<file path="src/rtl/dlfloat_mac_host.sv">
// Host framer for a byte-serial DLFloat16 MAC device: issues operand pairs over a 16-bit link
// and reassembles byte-pair results. Define DLFLOAT_HOST_FIFO_EN for a 4-entry result FIFO.
module dlfloat_mac_host #(
    parameter int RES_LAT = 3
) (
    input  logic        clk,
    input  logic        rst_n,
    input  logic        op_valid,
    output logic        op_ready,
    input  logic [15:0] op_a,
    input  logic [15:0] op_b,
    output logic [15:0] link_data,
    input  logic [7:0]  link_byte,
    output logic        res_valid,
    input  logic        res_ready,
    output logic [15:0] res_data,
    output logic        res_nan,
    output logic        res_zero
);

    function automatic logic [3:0] count_ones(input logic [RES_LAT-1:0] v);
        logic [3:0] n;
        n = 4'd0;
        for (int i = 0; i < RES_LAT; i++) begin
            n = n + {3'b000, v[i]};
        end
        return n;
    endfunction

    logic               phase_r;
    logic               pend_r;
    logic [15:0]        opb_r;
    logic [15:0]        link_data_r;
    logic [RES_LAT-1:0] tag_r;
    logic [7:0]         low_r;

    logic               hs_s;
    logic               push_s;
    logic               pop_s;
    logic               full_s;
    logic [15:0]        push_data_s;
    logic [3:0]         stored_s;
    logic [3:0]         used_s;

    // A slot ends on a phase-1 edge; its result returns RES_LAT slots after the operand slot.
    assign hs_s        = op_valid & op_ready;
    assign push_s      = phase_r & tag_r[RES_LAT-1];
    assign push_data_s = {link_byte, low_r};
    assign pop_s       = res_valid & res_ready;
    assign used_s      = stored_s + count_ones(tag_r) + {3'b000, pend_r};

    // Phase, operand link, result tag pipeline and low-byte capture.
    always_ff @(posedge clk or negedge rst_n) begin
        if (!rst_n) begin
            phase_r     <= 1'b0;
            pend_r      <= 1'b0;
            opb_r       <= 16'h0000;
            link_data_r <= 16'h0000;
            tag_r       <= {RES_LAT{1'b0}};
            low_r       <= 8'h00;
        end else begin
            phase_r <= ~phase_r;
            if (phase_r) begin
                for (int i = RES_LAT - 1; i > 0; i--) begin
                    tag_r[i] <= tag_r[i-1];
                end
                tag_r[0]    <= pend_r;
                pend_r      <= hs_s;
                link_data_r <= hs_s ? op_a : 16'h0000;
                if (hs_s) begin
                    opb_r <= op_b;
                end
            end else begin
                low_r       <= link_byte;
                link_data_r <= pend_r ? opb_r : 16'h0000;
            end
        end
    end

`ifdef DLFLOAT_HOST_FIFO_EN
    localparam int RDEPTH = 4;

    logic [15:0] mem_r [0:3];
    logic [1:0]  wr_ptr_r;
    logic [1:0]  rd_ptr_r;
    logic [2:0]  cnt_r;

    // Circular result FIFO; pointers wrap naturally at 2 bits.
    always_ff @(posedge clk or negedge rst_n) begin
        if (!rst_n) begin
            for (int i = 0; i < 4; i++) begin
                mem_r[i] <= 16'h0000;
            end
            wr_ptr_r <= 2'd0;
            rd_ptr_r <= 2'd0;
            cnt_r    <= 3'd0;
        end else begin
            if (push_s) begin
                mem_r[wr_ptr_r] <= push_data_s;
                wr_ptr_r        <= wr_ptr_r + 2'd1;
            end
            if (pop_s) begin
                rd_ptr_r <= rd_ptr_r + 2'd1;
            end
            case ({push_s, pop_s})
                2'b10:   cnt_r <= cnt_r + 3'd1;
                2'b01:   cnt_r <= cnt_r - 3'd1;
                default: cnt_r <= cnt_r;
            endcase
        end
    end

    assign res_data = mem_r[rd_ptr_r];
    assign stored_s = {1'b0, cnt_r};
    assign full_s   = (cnt_r == 3'd4);
`else
    localparam int RDEPTH = 1;

    logic [15:0] hold_r;
    logic        full_r;

    // Single holding register for the one result allowed in the system.
    always_ff @(posedge clk or negedge rst_n) begin
        if (!rst_n) begin
            hold_r <= 16'h0000;
            full_r <= 1'b0;
        end else begin
            if (push_s) begin
                hold_r <= push_data_s;
            end
            case ({push_s, pop_s})
                2'b10:   full_r <= 1'b1;
                2'b01:   full_r <= 1'b0;
                default: full_r <= full_r;
            endcase
        end
    end

    assign res_data = hold_r;
    assign stored_s = {3'b000, full_r};
    assign full_s   = full_r;
`endif

    assign op_ready  = phase_r & (used_s < 4'(RDEPTH));
    assign link_data = link_data_r;
    assign res_valid = (stored_s != 4'd0);
    assign res_nan   = (res_data == 16'hFFFF);
    assign res_zero  = (res_data == 16'h0000);

    // Credits must make a push into full storage impossible.
    assert property (@(posedge clk) disable iff (!rst_n) !(push_s && full_s));

endmodule

</file>
<file path="config.mk">
export PLATFORM = sky130hd
export DESIGN_NAME = dlfloat_mac_host
export DESIGN_NICKNAME = d
export VERILOG_FILES = /design/src/rtl/dlfloat_mac_host.sv
export SDC_FILE = /design/constraint.sdc
export NUM_CORES = 1
export LEC_CHECK = 0
export CAP_MARGIN = 0
export CORE_UTILIZATION = 30
export CTS_CLUSTER_DIAMETER = 40
export DETAILED_ROUTE_END_ITERATION = 8
export HOLD_SLACK_MARGIN = 0.03
export PLACE_DENSITY = 0.69
export SLEW_MARGIN = 5
export SYNTH_ARGS = -nofsm -noshare
export SYNTH_HDL_FRONTEND = slang
export SYNTH_SLANG_ARGS = --single-unit
</file>
<file path="constraint.sdc">
create_clock -name clk -period 2.5 [get_ports clk]
set_input_delay 0.5 -clock clk [delete_from_list [all_inputs] [get_ports clk]]
set_output_delay 0.5 -clock clk [all_outputs]
set_load 0.01 [all_outputs]
</file>
## Yosys cells after proc, flatten, opt, wreduce, memory -nomap -nowiden

Cells that the tools add are included.
Widths: inputs -> output; s select.

| storage, ports and cells | value |
|---|---|
| RAM bits | 0 |
| input bits | 44 |
| word-level logic and storage cells | 28 |
| memories | 0 |
| register bits | 62 |
| latch bits | 0 |
| output and inout bits | 36 |
| ROM bits | 0 |

| cells by class | value |
|---|---|
| order comparisons | 1 |
| add/subtract/negate cells | 4 |
| reduce and logical (&&, ||, !) cells | 3 |
| multiplexer cells | 4 |
| div/mod/pow operators | 0 |
| shifts and indexed selects | 0 |
| multipliers | 0 |
| bitwise logic cells | 5 |
| equal/unequal tests | 3 |

Operators with widths:

| operator | count |
|---|---|
| $mux 16 | 3 |
| $eq 16x16->1 const B | 1 |
| $logic_not 16->1 | 1 |
| $add 1x3->4 | 1 |
| $add 4x1->4 | 1 |
| $and 1x1->1 | 4 |
| $lt 4x1->1 const B | 1 |
| $add 2x1->3 | 1 |
| $add 1x1->2 | 1 |
| $eq 2x1->1 const B | 1 |
| $eq 2x2->1 const B | 1 |
| $pmux 1 s2 | 1 |
| $reduce_and 2->1 | 1 |
| $reduce_bool 2->1 | 1 |
| $not 1->1 | 1 |

## Longest topological paths before layout

| depth | value |
|---|---|
| depth after elaboration | 9 |
| mapped depth | 8 |
| depth with buffers taken out | 6 |

## Worst setup path after synthesis

No wires, ideal clock.

| timing path | value |
|---|---|
| path type | flip-flop to flip-flop |
| start | register full_r, in the netlist res_valid |
| end | register opb_r[0] |
| period minus slack after synthesis | 2.771 ns |
| path buffers | 2 |
| cell stages (with the launch flop) | 9 |
| library setup time | 0.125 ns |
| required time | 2.375 ns |
| arrival time | 2.646 ns |
| slack | -0.271 ns |
| cell sequence | dfrtp_1 > fa_1 > fa_1 > ha_1 > nor4b_4 > and2_1 > buf_6 > buf_12 > mux2_4 |

| on the way | value |
|---|---|
| cells in the longest elaborated chain, start to end | 6 |

RTL lines:

| item | line | source |
|---|---|---|
| from (decl) | 120 | `logic full_r;` |
| from (signal assigned) | 134 | `default: full_r <= full_r;` |
| $add 1x3->4 | 50 | `assign used_s = stored_s + count_ones(tag_r) + {3'b000, pend_r};` |
| $add 4x1->4 | 50 |  |
| $lt 4x1->1 | 144 | `assign op_ready = phase_r & (used_s < 4'(RDEPTH));` |
| $and 1x1->1 | 144 |  |
| net op_ready | 9 | `output logic op_ready,` |
| $and 1x1->1 | 46 | `assign hs_s = op_valid & op_ready;` |
| $reduce_and 2->1 (no source line) | n/a |  |
| to (signal assigned) | 71 | `opb_r <= op_b;` |
| to (decl) | 32 | `logic [15:0] opb_r;` |

The timed path passes the listed nets, and every way through them passes these cells.
A chain may end at the register's enable or synchronous reset.

## Final worst setup path

| timing path | value |
|---|---|
| start | register tag_r[1] |
| end | output port op_ready |

| on the way | value |
|---|---|
| cells in the longest elaborated chain, start to end | 6 |

RTL lines:

| item | line | source |
|---|---|---|
| from (decl) | 34 | `logic [RES_LAT-1:0] tag_r;` |
| from (signal assigned) | 59 | `tag_r <= {RES_LAT{1'b0}};` |
| from (signal, indexed assignment) | 65 | `tag_r[i] <= tag_r[i-1];` |
| $add 1x1->2 | 25 | `n = n + {3'b000, v[i]};` |
| $add 2x1->3 | 25 |  |
| $add 1x3->4 | 50 |  |
| $add 4x1->4 | 50 |  |
| $lt 4x1->1 | 144 |  |
| $and 1x1->1 | 144 |  |
| to (decl) | 9 |  |

No other way between the ends.

==> results.sh <==
export IMPL_internal_power_mw=3.55
export IMPL_setup_ws_ns=-0.242
export IMPL_path_clk_slew_ns=0.07
export IMPL_ioPinCount=80
export IMPL_endpoint="op_ready"
export IMPL_synth_seq_cells=62
export IMPL_synth_top_area_share_pct=62.2
export IMPL_synth_largest_area_cell="dfrtp_1"
export IMPL_drt_iter0_drc=30
export IMPL_yosys_most_used_dff="dfrtp_1"
export IMPL_min_period_over_period_pct=110
export IMPL_cap_violations=0
export IMPL_post_place_cells=336
export IMPL_violations="negative setup slack"
export IMPL_synthToLayoutAreaGrowth_pct=52.0
export IMPL_num_antenna_cells=0
export IMPL_startpoint="tag_r[1]"
export IMPL_synth_fp_nets=201
export IMPL_start_util_pct=31.6
export IMPL_die_y_um=93.2
export IMPL_row_count=32
export IMPL_grt_pass1_vias=1739
export IMPL_drt_pass1_iterations=4
export IMPL_max_slew_margin_rel_pct=70.1
export IMPL_vdd_drop_max_mv=0.561
export IMPL_worstPathRequired_ns=2.00
export IMPL_tightest_slew_ns=0.449
export IMPL_routed_wl_um=5420
export IMPL_grt_overflow_total=0
export IMPL_grt_total_usage_pct=13.2
export IMPL_place_gp_congestion=0.676
export IMPL_finalClockSkew_ns=0.0108
export IMPL_min_path_type="input pin to async pin"
export IMPL_cts_tree="done"
export IMPL_synth_area_um2=2500
export IMPL_p_comb_share_pct=47.8
export IMPL_fill_cells=722
export IMPL_reg2reg_depth=7
export IMPL_hold_buffers=0
export IMPL_layout_nets=302
export IMPL_numPortBuffers=79
export IMPL_die_area_um2=8690
export IMPL_r2r_setup_slack_ns=-0.17
export IMPL_die_w_um=93.2
export IMPL_r2r_start="tag_r[1]"
export IMPL_synth_avg_cell_area_um2=16.3
export IMPL_dpl_instance_area_um2=3460
export IMPL_crit_fanout=2
export IMPL_arrival_ns=2.24
export IMPL_cts_buffers=9
export IMPL_fmax_mhz=365
export IMPL_core_um2=7890
export IMPL_via_count=1668
export IMPL_ys_types=21
export IMPL_synth_top_cells_by_count="dfrtp_1 (62), mux2_2 (30), a22o_1 (16), mux2_4 (13), nor4_1 (5)"
export IMPL_synth_edf_count=0
export IMPL_hold_viol=0
export IMPL_finalSetupTns_ns=-3.18
export IMPL_ys_warn_count=0
export IMPL_p_total_mw=4.99
export IMPL_final_max_slew_viol_count=0
export IMPL_power_density_nw_per_um2=1320
export IMPL_yosys_top_cells_area="dfrtp_1 (62%), mux2_2 (14%), mux2_4 (7.8%)"
export IMPL_htree_num_levels=3
export IMPL_grt_setup_unrepaired="yes"
export IMPL_drc=0
export IMPL_multi_input_area_um2=893
export IMPL_clock_latency_ns=0.33
export IMPL_power_frac_seq_pct=32.9
export IMPL_r2r_end="opb_r[0]"
export IMPL_layout_drive_gt1_share_pct=32.4
export IMPL_leakage_nw=1.67
export IMPL_cts_root_buf="clkbuf_8"
export IMPL_final_area_um2=3790
export IMPL_outcome="finished, violations left"
export IMPL_async_reset_ff_share_pct=100
export IMPL_power_share_switching_pct=28.8
export IMPL_vias_per_cell=4.62
export IMPL_grt_max_degree=24
export IMPL_antenna_found_initial=0
export IMPL_clk_path_buf_depth=2
export IMPL_final_instance_count_excl_fill=361
export IMPL_syn_inst=153
export IMPL_hpwl_um=3590
export IMPL_clkSinkCount=62
export IMPL_seqCellArea_um2=1550
export IMPL_wire_per_inst_um=15.0
export IMPL_synth_most_common_cell="dfrtp_1"
export IMPL_p_clk_share_pct=19.3
export IMPL_worstSetupPathType="register to output port"
export IMPL_ys_seq_area_share_pct=62.2
export IMPL_start_kind="register"
export IMPL_crit_path_end_kind="output port"
export IMPL_setup_violations=30
export IMPL_route_antenna_remaining_nets=0
export IMPL_min_period_ns=2.74
export IMPL_switchingPower_mw=1.44
export IMPL_grt_pass1_wl_um=8630
## per-layer routing
layer  GRT usage, %  part of all wire [%]  up-vias
met5              0                     0        -
met3           3.90                   6.3        8
met2           21.9                    50       59
li1               -                     -      764
met1           15.5                    42      837
met4           6.54                   1.6        0
## stage by stage
stage / hold WS (ns) / setup WS, ns / utilization [%]
finish: 0.107 / -0.242 / 48.1
global route: 0.133 / -0.343 / 48.1
CTS: 0.111 / -0.274 / 46.6
detailed placement: 0.474 / -0.330 / 43.8
global placement: 0.474 / -0.275 / 43.8
floorplan: 0.204 / -0.0838 / -
## area by class of cell
| type | count | area share (%) |
|---|---|---|
| tap | 102 | 3.36 |
| clock buffer | 12 | 3.83 |
| inverter | 1 | 0.0989 |
| multi-input combinational | 81 | 23.5 |
| clock inverter | 4 | 1.85 |
| timing repair buffer | 99 | 26.4 |
| sequential | 62 | 40.9 |
## power groups by stage
stage	clock network [mW]	registers [mW]	logic, mW
after floorplan	0	1.70	1.18
after global placement	0	1.65	1.99
after detailed placement	0	1.66	2.04
after CTS	0.988	1.64	2.02
after global routing	1.04	1.69	2.55
final	0.962	1.64	2.39
## cells in the final DEF (no fill, tap or decap), types with 2 or more instances in the layout
| master | instances |
|---|---|
| clkinv_2 | 2 |
| clkbuf_8 | 10 |
| dfrtp_1 | 62 |
| nor4_1 | 5 |
| bufinv_16 | 2 |
| buf_12 | 2 |
| buf_6 | 3 |
| mux2_4 | 16 |
| a22o_1 | 16 |
| nand2_1 | 2 |
| clkdlybuf4s50_1 | 77 |
| buf_4 | 13 |
| clkbuf_16 | 2 |
| mux2_2 | 27 |
| clkbuf_1 | 2 |
| nand4_1 | 4 |
| buf_2 | 2 |
## timing repair
item / CTS / global route
endpoints found under the setup margin: 22 / 22
resized for setup: 4 / 7
buffers inserted: 1 / 7
pin swaps: 0 / 3
hold endpoints to repair: 0 / 0
gates cloned: 0 / 2
## worst max-delay path: stages (launching register included)
cell and delay [ns]:
dfrtp_1 0.40, fa_1 0.56, fa_2 0.47, nor4b_4 0.30, buf_2 0.18
## cells by family after synthesis
| group | synth area share [%] |
|---|---|
| and+or+nand+nor | 4.86 |
| AOI/OAI and AO/OA | 5.81 |
| adders and majority gates | 2.61 |
| buffers and inverters | 3.21 |
| muxes | 21.4 |
| DFF | 62.2 |
## registers in the layout, summed over array words and instances (netlist names)
register and flops:
link_data 16, opb_r 16, res_data 16, low_r 8, tag_r 3, pend_r 1, phase_r 1, res_valid 1
## worst min path at each step
| stage | slack, ns | to | cells after the start | startpoint |
|---|---|---|---|---|
| final | 0.11 | opb_r[7] | 1 | rst_n |
| after global placement | 0.47 | res_data[13] | 1 | rst_n |
| after floorplan | 0.20 | link_data[0] | 0 | rst_n |
| after CTS | 0.11 | res_data[5] | 1 | rst_n |
| after global routing | 0.13 | res_data[5] | 1 | rst_n |
| after detailed placement | 0.47 | res_data[5] | 1 | rst_n |
Power figures use the tool's default switching activity.
